<file path="config.mk">
export PLATFORM = sky130hd
export DESIGN_NAME = mem_port_arbiter
export DESIGN_NICKNAME = d
export VERILOG_FILES = /design/src/rtl/mem_port_arbiter.sv
export SDC_FILE = /design/constraint.sdc
export NUM_CORES = 1
export LEC_CHECK = 0
export ABC_CLOCK_PERIOD_IN_PS = 2600
export BUFFER_PORTS_ARGS = -buffer_cell sky130_fd_sc_hd__buf_4
export CELL_PAD_IN_SITES_DETAIL_PLACEMENT = 1
export CELL_PAD_IN_SITES_GLOBAL_PLACEMENT = 2
export CORE_AREA = 2 2 102 104
export CTS_CLUSTER_SIZE = 14
export DETAILED_ROUTE_END_ITERATION = 10
export DIE_AREA = 0 0 104 106
export GPL_ROUTABILITY_DRIVEN = 0
export PLACE_DENSITY_LB_ADDON = 0.1
export REMOVE_ABC_BUFFERS = 1
export SETUP_SLACK_MARGIN = 0.5
export SLEW_MARGIN = 20
export SYNTH_ARGS = -nofsm -noshare
export SYNTH_HDL_FRONTEND = slang
export SYNTH_SLANG_ARGS = --single-unit
</file>
<file path="constraint.sdc">
create_clock -name clk -period 2.6 [get_ports clk]
set_clock_uncertainty 0.15 [all_clocks]
set_input_delay 0.26 -clock clk [delete_from_list [all_inputs] [get_ports clk]]
set_output_delay 0.26 -clock clk [all_outputs]
set_load 0.005 [all_outputs]
</file>
<file path="src/rtl/mem_port_arbiter.sv">
// Arbiter sharing one single-port 256x8 memory between loader (LD), data (DM) and fetch (IF).
// Fixed LD > DM > IF priority, loader bus lock, and a fetch starvation guard.
module mem_port_arbiter #(
    parameter int unsigned STARVE_LIMIT = 32'd3,
    parameter int unsigned STALL_W      = 32'd16
) (
    input  logic               clk,
    input  logic               rst,
    input  logic               ld_req,
    input  logic               ld_we,
    input  logic [7:0]         ld_addr,
    input  logic [7:0]         ld_wdata,
    input  logic               ld_lock,
    output logic               ld_gnt,
    output logic               ld_rvalid,
    input  logic               dm_req,
    input  logic               dm_we,
    input  logic [7:0]         dm_addr,
    input  logic [7:0]         dm_wdata,
    output logic               dm_gnt,
    output logic               dm_rvalid,
    input  logic               if_req,
    input  logic [7:0]         if_addr,
    output logic               if_gnt,
    output logic               if_rvalid,
    output logic [7:0]         rdata,
    output logic               mem_en,
    output logic               mem_we,
    output logic [7:0]         mem_addr,
    output logic [7:0]         mem_wdata,
    input  logic [7:0]         mem_rdata,
    output logic [STALL_W-1:0] if_stall_cycles
);

    typedef enum logic [0:0] {
        ARB    = 1'b0,
        LOCKED = 1'b1
    } state_t;

    localparam logic [3:0]         STARVE_LIM_C = STARVE_LIMIT[3:0];
    localparam logic               GUARD_EN_C   = (STARVE_LIMIT != 32'd0);
    localparam logic [STALL_W-1:0] STALL_MAX_C  = {STALL_W{1'b1}};
    localparam logic [STALL_W-1:0] STALL_ONE_C  = {{(STALL_W-1){1'b0}}, 1'b1};

    state_t               state_r, state_nxt_s;
    logic [3:0]           starve_cnt_r, starve_cnt_nxt_s;
    logic [STALL_W-1:0]   stall_r;
    logic [7:0]           addr_hold_r, wdata_hold_r;
    logic                 ld_rvalid_r, dm_rvalid_r, if_rvalid_r;
    logic                 ld_gnt_s, dm_gnt_s, if_gnt_s;
    logic                 locked_eff_s;
    logic                 mem_we_s;
    logic [7:0]           mem_addr_s, mem_wdata_s;

    // Grant selection; a dropped lock already arbitrates as ARB in the same cycle.
    always_comb begin
        ld_gnt_s     = 1'b0;
        dm_gnt_s     = 1'b0;
        if_gnt_s     = 1'b0;
        locked_eff_s = (state_r == LOCKED) && ld_lock;
        if (rst) begin
            ld_gnt_s = 1'b0;
        end else if (locked_eff_s) begin
            ld_gnt_s = ld_req;
        end else if (ld_req) begin
            ld_gnt_s = 1'b1;
        end else if (dm_req && if_req && GUARD_EN_C && (starve_cnt_r == STARVE_LIM_C)) begin
            if_gnt_s = 1'b1;
        end else if (dm_req) begin
            dm_gnt_s = 1'b1;
        end else if (if_req) begin
            if_gnt_s = 1'b1;
        end else begin
            if_gnt_s = 1'b0;
        end
    end

    // Lock FSM next state and starvation counter update.
    always_comb begin
        state_nxt_s      = state_r;
        starve_cnt_nxt_s = starve_cnt_r;
        case (state_r)
            ARB:     state_nxt_s = (ld_gnt_s && ld_lock) ? LOCKED : ARB;
            LOCKED:  state_nxt_s = ld_lock ? LOCKED : ARB;
            default: state_nxt_s = ARB;
        endcase
        if (locked_eff_s || ld_gnt_s) begin
            starve_cnt_nxt_s = starve_cnt_r;
        end else if (!if_req || if_gnt_s) begin
            starve_cnt_nxt_s = 4'd0;
        end else if (dm_gnt_s && (starve_cnt_r != 4'hF)) begin
            starve_cnt_nxt_s = starve_cnt_r + 4'd1;
        end else begin
            starve_cnt_nxt_s = starve_cnt_r;
        end
    end

    // Memory-side mux; address and data hold their last value when idle.
    always_comb begin
        mem_we_s    = 1'b0;
        mem_addr_s  = addr_hold_r;
        mem_wdata_s = wdata_hold_r;
        if (ld_gnt_s) begin
            mem_we_s    = ld_we;
            mem_addr_s  = ld_addr;
            mem_wdata_s = ld_wdata;
        end else if (dm_gnt_s) begin
            mem_we_s    = dm_we;
            mem_addr_s  = dm_addr;
            mem_wdata_s = dm_wdata;
        end else if (if_gnt_s) begin
            mem_addr_s  = if_addr;
        end else begin
            mem_we_s    = 1'b0;
        end
    end

    // State, counters, held bus values and read-valid pipeline.
    always_ff @(posedge clk) begin
        if (rst) begin
            state_r      <= ARB;
            starve_cnt_r <= 4'd0;
            stall_r      <= {STALL_W{1'b0}};
            addr_hold_r  <= 8'd0;
            wdata_hold_r <= 8'd0;
            ld_rvalid_r  <= 1'b0;
            dm_rvalid_r  <= 1'b0;
            if_rvalid_r  <= 1'b0;
        end else begin
            state_r      <= state_nxt_s;
            starve_cnt_r <= starve_cnt_nxt_s;
            if (if_req && !if_gnt_s && (stall_r != STALL_MAX_C)) begin
                stall_r <= stall_r + STALL_ONE_C;
            end else begin
                stall_r <= stall_r;
            end
            addr_hold_r  <= mem_addr_s;
            wdata_hold_r <= mem_wdata_s;
            ld_rvalid_r  <= ld_gnt_s && !ld_we;
            dm_rvalid_r  <= dm_gnt_s && !dm_we;
            if_rvalid_r  <= if_gnt_s;
        end
    end

    // A read pending when reset arrives never reports its data.
    assign ld_rvalid       = ld_rvalid_r && !rst;
    assign dm_rvalid       = dm_rvalid_r && !rst;
    assign if_rvalid       = if_rvalid_r && !rst;
    assign ld_gnt          = ld_gnt_s;
    assign dm_gnt          = dm_gnt_s;
    assign if_gnt          = if_gnt_s;
    assign mem_en          = ld_gnt_s | dm_gnt_s | if_gnt_s;
    assign mem_we          = mem_we_s;
    assign mem_addr        = mem_addr_s;
    assign mem_wdata       = mem_wdata_s;
    assign rdata           = mem_rdata;
    assign if_stall_cycles = stall_r;

endmodule
</file>
==> summary.txt, run 1 <==
Setup TNS: 0 ns
HPWL Detailed: 6.14 mm
Drt initial violations: 51
I/O pins: 104
Mapped cell area: 0.00251 sq mm
Diodes inserted: 0
Final worst path period share: 0.972
Post-synthesis register bit count: 40
Vias in the first global route: 2,927
Setup CP Type: reg2out
P_leak: 0.00170 uW
Die area: 0.0110 sq mm
Outcome: completed
Placeable Area: 0.0100 sq mm
Rel. slew slack: 0.549
Die Y: 106 microns
First-pass iteration count of the detailed router: 4
Worst Hold Class: in2reg
Synth Flop Type: dfxtp_1
Die Wd: 104 microns
Distinct cells, synth: 56
# nets final: 474
Initial core utilization: 0.251
Clock period minus worst slack: 2.53 ns
CP Launch Type: flip-flop
Remaining DRCs: 0
CTS Buffer Depth: 2
Worst setup EP type: output port
Fin. Hold Viols: 0
Max Cap Viol: 0
Buf/Inv on CP: 2
CP max FO: 16
F_max: 396 MHz
Clock-pin slew on the worst setup and hold paths: 0.08 ns
Critical Path RT: 2.19 ns
Final core utilization: 0.406
Synth Area per Inst: 8.24 sq um
Register area share after synthesis: 0.319
Initial antenna violation count: 0
WP data arrival: 2.12 ns
Clock root cell: clkbuf_8
CTS tree: yes
Post-Synthesis Cells: 305
All-Layer GR Usage: 0.166
Final WL: 9.11 mm
Via count: 2,759
Row cnt: 37
Pin count of the biggest net entering global routing: 34
Vias per cell: 5.00
Synth Warn #: 0
P per Cell Area: 358 mW/mm^2
Crit path cell chain: ha_4 -> or3b_4 -> o211ai_4 -> buf_12 -> mux2i_1 -> a21oi_1 -> buf_4
Max Slew Vio Count: 0
EDFF count, synth: 0
GRT Residual Overflow: 0
Avg WL per Cell: 16.5 microns
First-pass GRT wire length: 15.0 mm
Synth-to-Final Area Change: 61.4%
Crit-path max cell delay: 0.40 ns
CTS Sinks: 40
Unrepaired setup endpoints after global routing: yes
Pre-CTS WS: 0.230 ns
Post-route ant nets: 0
PortBufs: 87
CP top delay family: simple AND/OR/NAND/NOR gates
Post-synth ARST share: 0
Peak VDD IR: 0.171 mV
Cts bufs inserted: 5
Slowest CP cell: or3b_4
H-tree level count: 2
Worst slew pin tran: 0.674 ns
Worst setup margin: 0.0718 ns
Endpoints failing setup: 0
Layout cell share with drive strength beyond 1: 0.471
Clock Latency Late Sink: 0.30 ns
## layout make-up
class / count / area (sq um)
Clock inverter: 1 / 5.00
Fill cell: 1183 / 5940
Tap cell: 136 / 170
Sequential cell: 40 / 805
Inverter: 11 / 41.3
Multi-Input combinational cell: 224 / 1830
Timing Repair Buffer: 134 / 1130
Clock buffer: 6 / 72.6
## sequential cells by signal, summed over array words and instances, names as in the netlist
signal / cells
addr_hold_r: 8
if_rvalid_r: 1
ld_rvalid_r: 1
if_stall_cycles: 16
state_r: 1
wdata_hold_r: 8
dm_rvalid_r: 1
starve_cnt_r: 4
## cell usage in the layout, fill, tap and decap left out, types with 2 or more instances in the layout
cell	synthesis	routed
mux2_4	2	10
inv_1	11	10
clkbuf_8	0	5
and3_1	8	8
or3_4	0	2
nand3_1	17	16
a21oi_1	14	11
o31ai_1	3	2
dfxtp_2	0	3
nand2b_1	2	2
or4_4	0	2
buf_12	0	3
nand2_1	15	14
buf_4	10	108
dlygate4sd3_1	0	2
mux2i_1	8	7
o21ai_1	0	10
buf_6	2	20
o211ai_1	8	8
a211oi_1	8	8
dfxtp_1	40	37
o21ai_0	19	9
nor2_1	31	31
nand4_1	7	7
a21oi_2	0	3
nor2b_1	14	14
a22oi_1	8	8
nor4_4	1	9
a221oi_2	0	8
a22o_1	2	2
## through the flow
stage / area [sq um] / hold slack [ns] / total power (uW) / cells
global placement: 3290 / 0.291 / 968 / 515
finish: 4060 / 0.0398 / 1450 / 552
global route: 4060 / 0.0402 / 1540 / 552
CTS: 3970 / 0.0305 / 1470 / 548
detailed placement: 3290 / 0.295 / 970 / 515
floorplan: 2340 / 0.179 / 785 / 275
## worst paths after layout
kind	from	endpoint	slack [ns]	depth (start not counted)
max	starve_cnt_r[0]	mem_wdata[1]	0.07	7
min	ld_addr[0]	addr_hold_r[0]	0.04	3
min reg2reg	state_r	state_r	0.39	2
max reg2reg	starve_cnt_r[0]	if_stall_cycles[15]	0.29	11
## kinds of logic (layout without fill, tap and decap cells)
group | after synthesis | after routing | share of synthesized area
adders and majority gates | 2 | 2 | 0.00995
DFF | 40 | 40 | 0.319
and+or+nand+nor | 120 | 120 | 0.272
AOI/OAI and AO/OA | 84 | 84 | 0.235
buffers and inverters | 41 | 152 | 0.0851
muxes | 18 | 18 | 0.0796
## power by group
group	switching (uW)	internal, uW	total (uW)
clock network	234	183	417
registers	16.9	637	653
logic	177	204	381
## worst min-delay path: cells and delay by family
family	cells	cell delay, ns
compound gates	1	0.07
buf+inv	1	0.08
simple gates	1	0.05
## metal layers
layer	global-route usage	share of wire	vias up
li1	-	-	1354
met1	0.203	0.45	1316
met2	0.296	0.49	81
met3	0.0405	0.052	8
met4	0.0376	0.0076	0
met5	0	0	-
## synthesized netlist by cell type (2+ instances only)
| cell | number | area share |
|---|---|---|
| o211ai_2 | 2 | 0.010 |
| clkbuf_1 | 11 | 0.016 |
| o211ai_1 | 8 | 0.024 |
| a211oi_1 | 8 | 0.024 |
| mux2i_1 | 8 | 0.032 |
| and3_1 | 8 | 0.020 |
| nand4_1 | 7 | 0.017 |
| mux2_4 | 2 | 0.012 |
| o31ai_1 | 3 | 0.0090 |
| buf_2 | 5 | 0.010 |
| nor2_1 | 31 | 0.046 |
| a221oi_1 | 8 | 0.028 |
| a22oi_1 | 8 | 0.024 |
| o22ai_1 | 2 | 0.0050 |
| nor2b_1 | 14 | 0.035 |
| inv_1 | 11 | 0.016 |
| nand3_1 | 17 | 0.034 |
| ha_1 | 2 | 0.010 |
| nand2b_1 | 2 | 0.0050 |
| or3_2 | 2 | 0.0060 |
| buf_6 | 2 | 0.0090 |
| nand2_1 | 15 | 0.022 |
| buf_4 | 10 | 0.030 |
| a22o_1 | 2 | 0.0070 |
| dfxtp_1 | 40 | 0.32 |
| nor4_1 | 8 | 0.020 |
| or3_1 | 2 | 0.0050 |
| o21ai_0 | 19 | 0.038 |
| or4_2 | 2 | 0.0070 |
| a21oi_1 | 14 | 0.028 |
| mux2_2 | 7 | 0.031 |
## what timing repair did
action                     in CTS  in global routing
pin swaps                      21                 10
hold endpoints to repair        2                  0
gates cloned                    2                  0
resized for setup              82                 16
setup endpoints to repair      49                 46
hold buffers                    2                  0
buffers inserted               22                  4
Power figures use the tool's default switching activity.
==> run 2: changes to the inputs <==
--- a/config.mk
+++ b/config.mk
@@ -14,7 +14,7 @@
 export DETAILED_ROUTE_END_ITERATION = 10
 export DIE_AREA = 0 0 104 106
 export GPL_ROUTABILITY_DRIVEN = 0
-export PLACE_DENSITY_LB_ADDON = 0.1
+export PLACE_DENSITY = 0.82
 export REMOVE_ABC_BUFFERS = 1
 export SETUP_SLACK_MARGIN = 0.5
 export SLEW_MARGIN = 20
==> run 2 against run 1 <==
Against the previous run:
- the flow now finishes with violations (setup timing)
- sequential power up 0.6%
- global-route usage down 0.87 points
- via count up 3.7%
- largest power group unchanged
==> summary.txt, run 2 (synthesized netlist as in run 1, its figures left out) <==
Synth-to-Final Area Change: 63.9%
GRT Residual Overflow: 0
Setup CP Type: reg2out
Cts bufs inserted: 5
Clock root cell: clkbuf_8
HPWL Detailed: 6.00 mm
H-tree level count: 2
Clock period minus worst slack: 2.69 ns
Area after DPL: 0.00328 sq mm
Placeable Area: 0.0100 sq mm
Worst setup margin: -0.0922 ns
Vias per cell: 5.21
Initial antenna violation count: 0
Rel. slew slack: 0.475
Final Cell Area: 0.00412 sq mm
Diodes inserted: 0
Post-route ant nets: 0
Die area: 0.0110 sq mm
Initial core utilization: 0.251
Max Slew Vio Count: 0
Critical Path RT: 2.19 ns
Clock Latency Late Sink: 0.29 ns
CTS Buffer Depth: 2
Hold Slack: 0.0598 ns
First-pass GRT wire length: 14.3 mm
Remaining DRCs: 0
Die Y: 106 microns
Avg WL per Cell: 17.8 microns
Final core utilization: 0.412
Max FFs per register: 16
WP data arrival: 2.28 ns
CP max FO: 10
Most frequent cells in the layout: buf_4, dfxtp_1, nor2_1, nand3_1
Worst slew pin tran: 0.767 ns
Worst setup EP type: output port
All-Layer GR Usage: 0.158
Final WL: 9.78 mm
P per Cell Area: 362 mW/mm^2
Worst Hold Class: in2reg
PortBufs: 87
P_leak: 0.00164 uW
Most common cell after layout, fill and taps aside: buf_4
Row cnt: 37
First-pass iteration count of the detailed router: 4
Outcome: finished, violations left
Max Cap Viol: 0
Failing checks: setup timing
Endpoints failing setup: 15
Unrepaired setup endpoints after global routing: yes
Pin count of the biggest net entering global routing: 36
Die Wd: 104 microns
Peak VDD IR: 0.297 mV
I/O pins: 104
CTS tree: yes
F_max: 371 MHz
CP Launch Type: flip-flop
Final worst path period share: 1.04
Via count: 2,862
# nets final: 470
Fin. Hold Viols: 0
Layout cell share with drive strength beyond 1: 0.487
Clock-pin slew on the worst setup and hold paths: 0.08 ns
CTS Sinks: 40
Vias in the first global route: 2,909
Drt initial violations: 55
[run 2: cell types whose count changed in the layout (fill, tap and decap cells not counted), sizes merged]
cell | previous run | this run
clkbuf | 6 | 9
clkinv | 1 | 0
buf | 132 | 126
clkinvlp | 0 | 2
inv | 11 | 10
[run 2: critical path: stages (launching register included)]
cell and delay (ns):
dfxtp_2 0.37, ha_4 0.14, or3b_4 0.40, o211ai_4 0.25
buf_4 0.16, buf_4 0.10, buf_6 0.13, o21ai_0 0.08
o21ai_1 0.21, buf_4 0.15
[run 2: cell type report]
type / count / area, sq um
repair buffers: 129 / 1070
inverters: 11 / 45.0
flip-flops and latches: 40 / 806
clock buffers: 8 / 90.1
repair inverters: 1 / 7.51
well taps: 136 / 170
fillers: 1183 / 5880
multi-input cells: 224 / 1930
[run 2: layer usage]
layer | part of all wire | global-route usage | vias to the layer above
met5 | 0 | 0 | -
met4 | 0.024 | 0.0347 | 0
met3 | 0.043 | 0.0300 | 19
met2 | 0.51 | 0.297 | 79
met1 | 0.43 | 0.185 | 1416
li1 | - | - | 1348
[run 2: stage by stage]
stage / instances / worst slack [ns] / total power, uW / setup TNS, ns
5_1_grt: 549 / -0.117 / 1570 / -1.35
3_5_place_dp: 514 / 0.128 / 968 / 0
2_1_floorplan: 275 / -0.174 / 785 / -1.51
6_report: 549 / -0.0922 / 1490 / -0.348
3_3_place_gp: 514 / 0.206 / 960 / 0
4_1_cts: 537 / 0.0230 / 1450 / 0
[run 2: worst paths after layout]
| kind | from | end | slack, ns | cells past startpoint |
|---|---|---|---|---|
| max | starve_cnt_r[1] | mem_addr[4] | -0.09 | 9 |
| min | ld_addr[0] | addr_hold_r[0] | 0.06 | 3 |
| max reg2reg | starve_cnt_r[1] | if_stall_cycles[15] | 0.21 | 12 |
| min reg2reg | if_stall_cycles[4] | if_stall_cycles[4] | 0.39 | 2 |
[run 2: timing repair]
| action | 4_1_cts | 5_1_grt |
|---|---|---|
| setup endpoints to repair | 34 | 50 |
| buffers inserted | 10 | 11 |
| cloned | 3 | 1 |
| gates resized for setup | 46 | 67 |
| pin swaps | 14 | 29 |
| hold endpoints to repair | 2 | 0 |
| hold buffers | 2 | 0 |
[run 2: power breakdown]
part           total, uW  internal, uW  switching [uW]
logic                396           209             187
clock network        439           217             222
registers            657           637            20.3
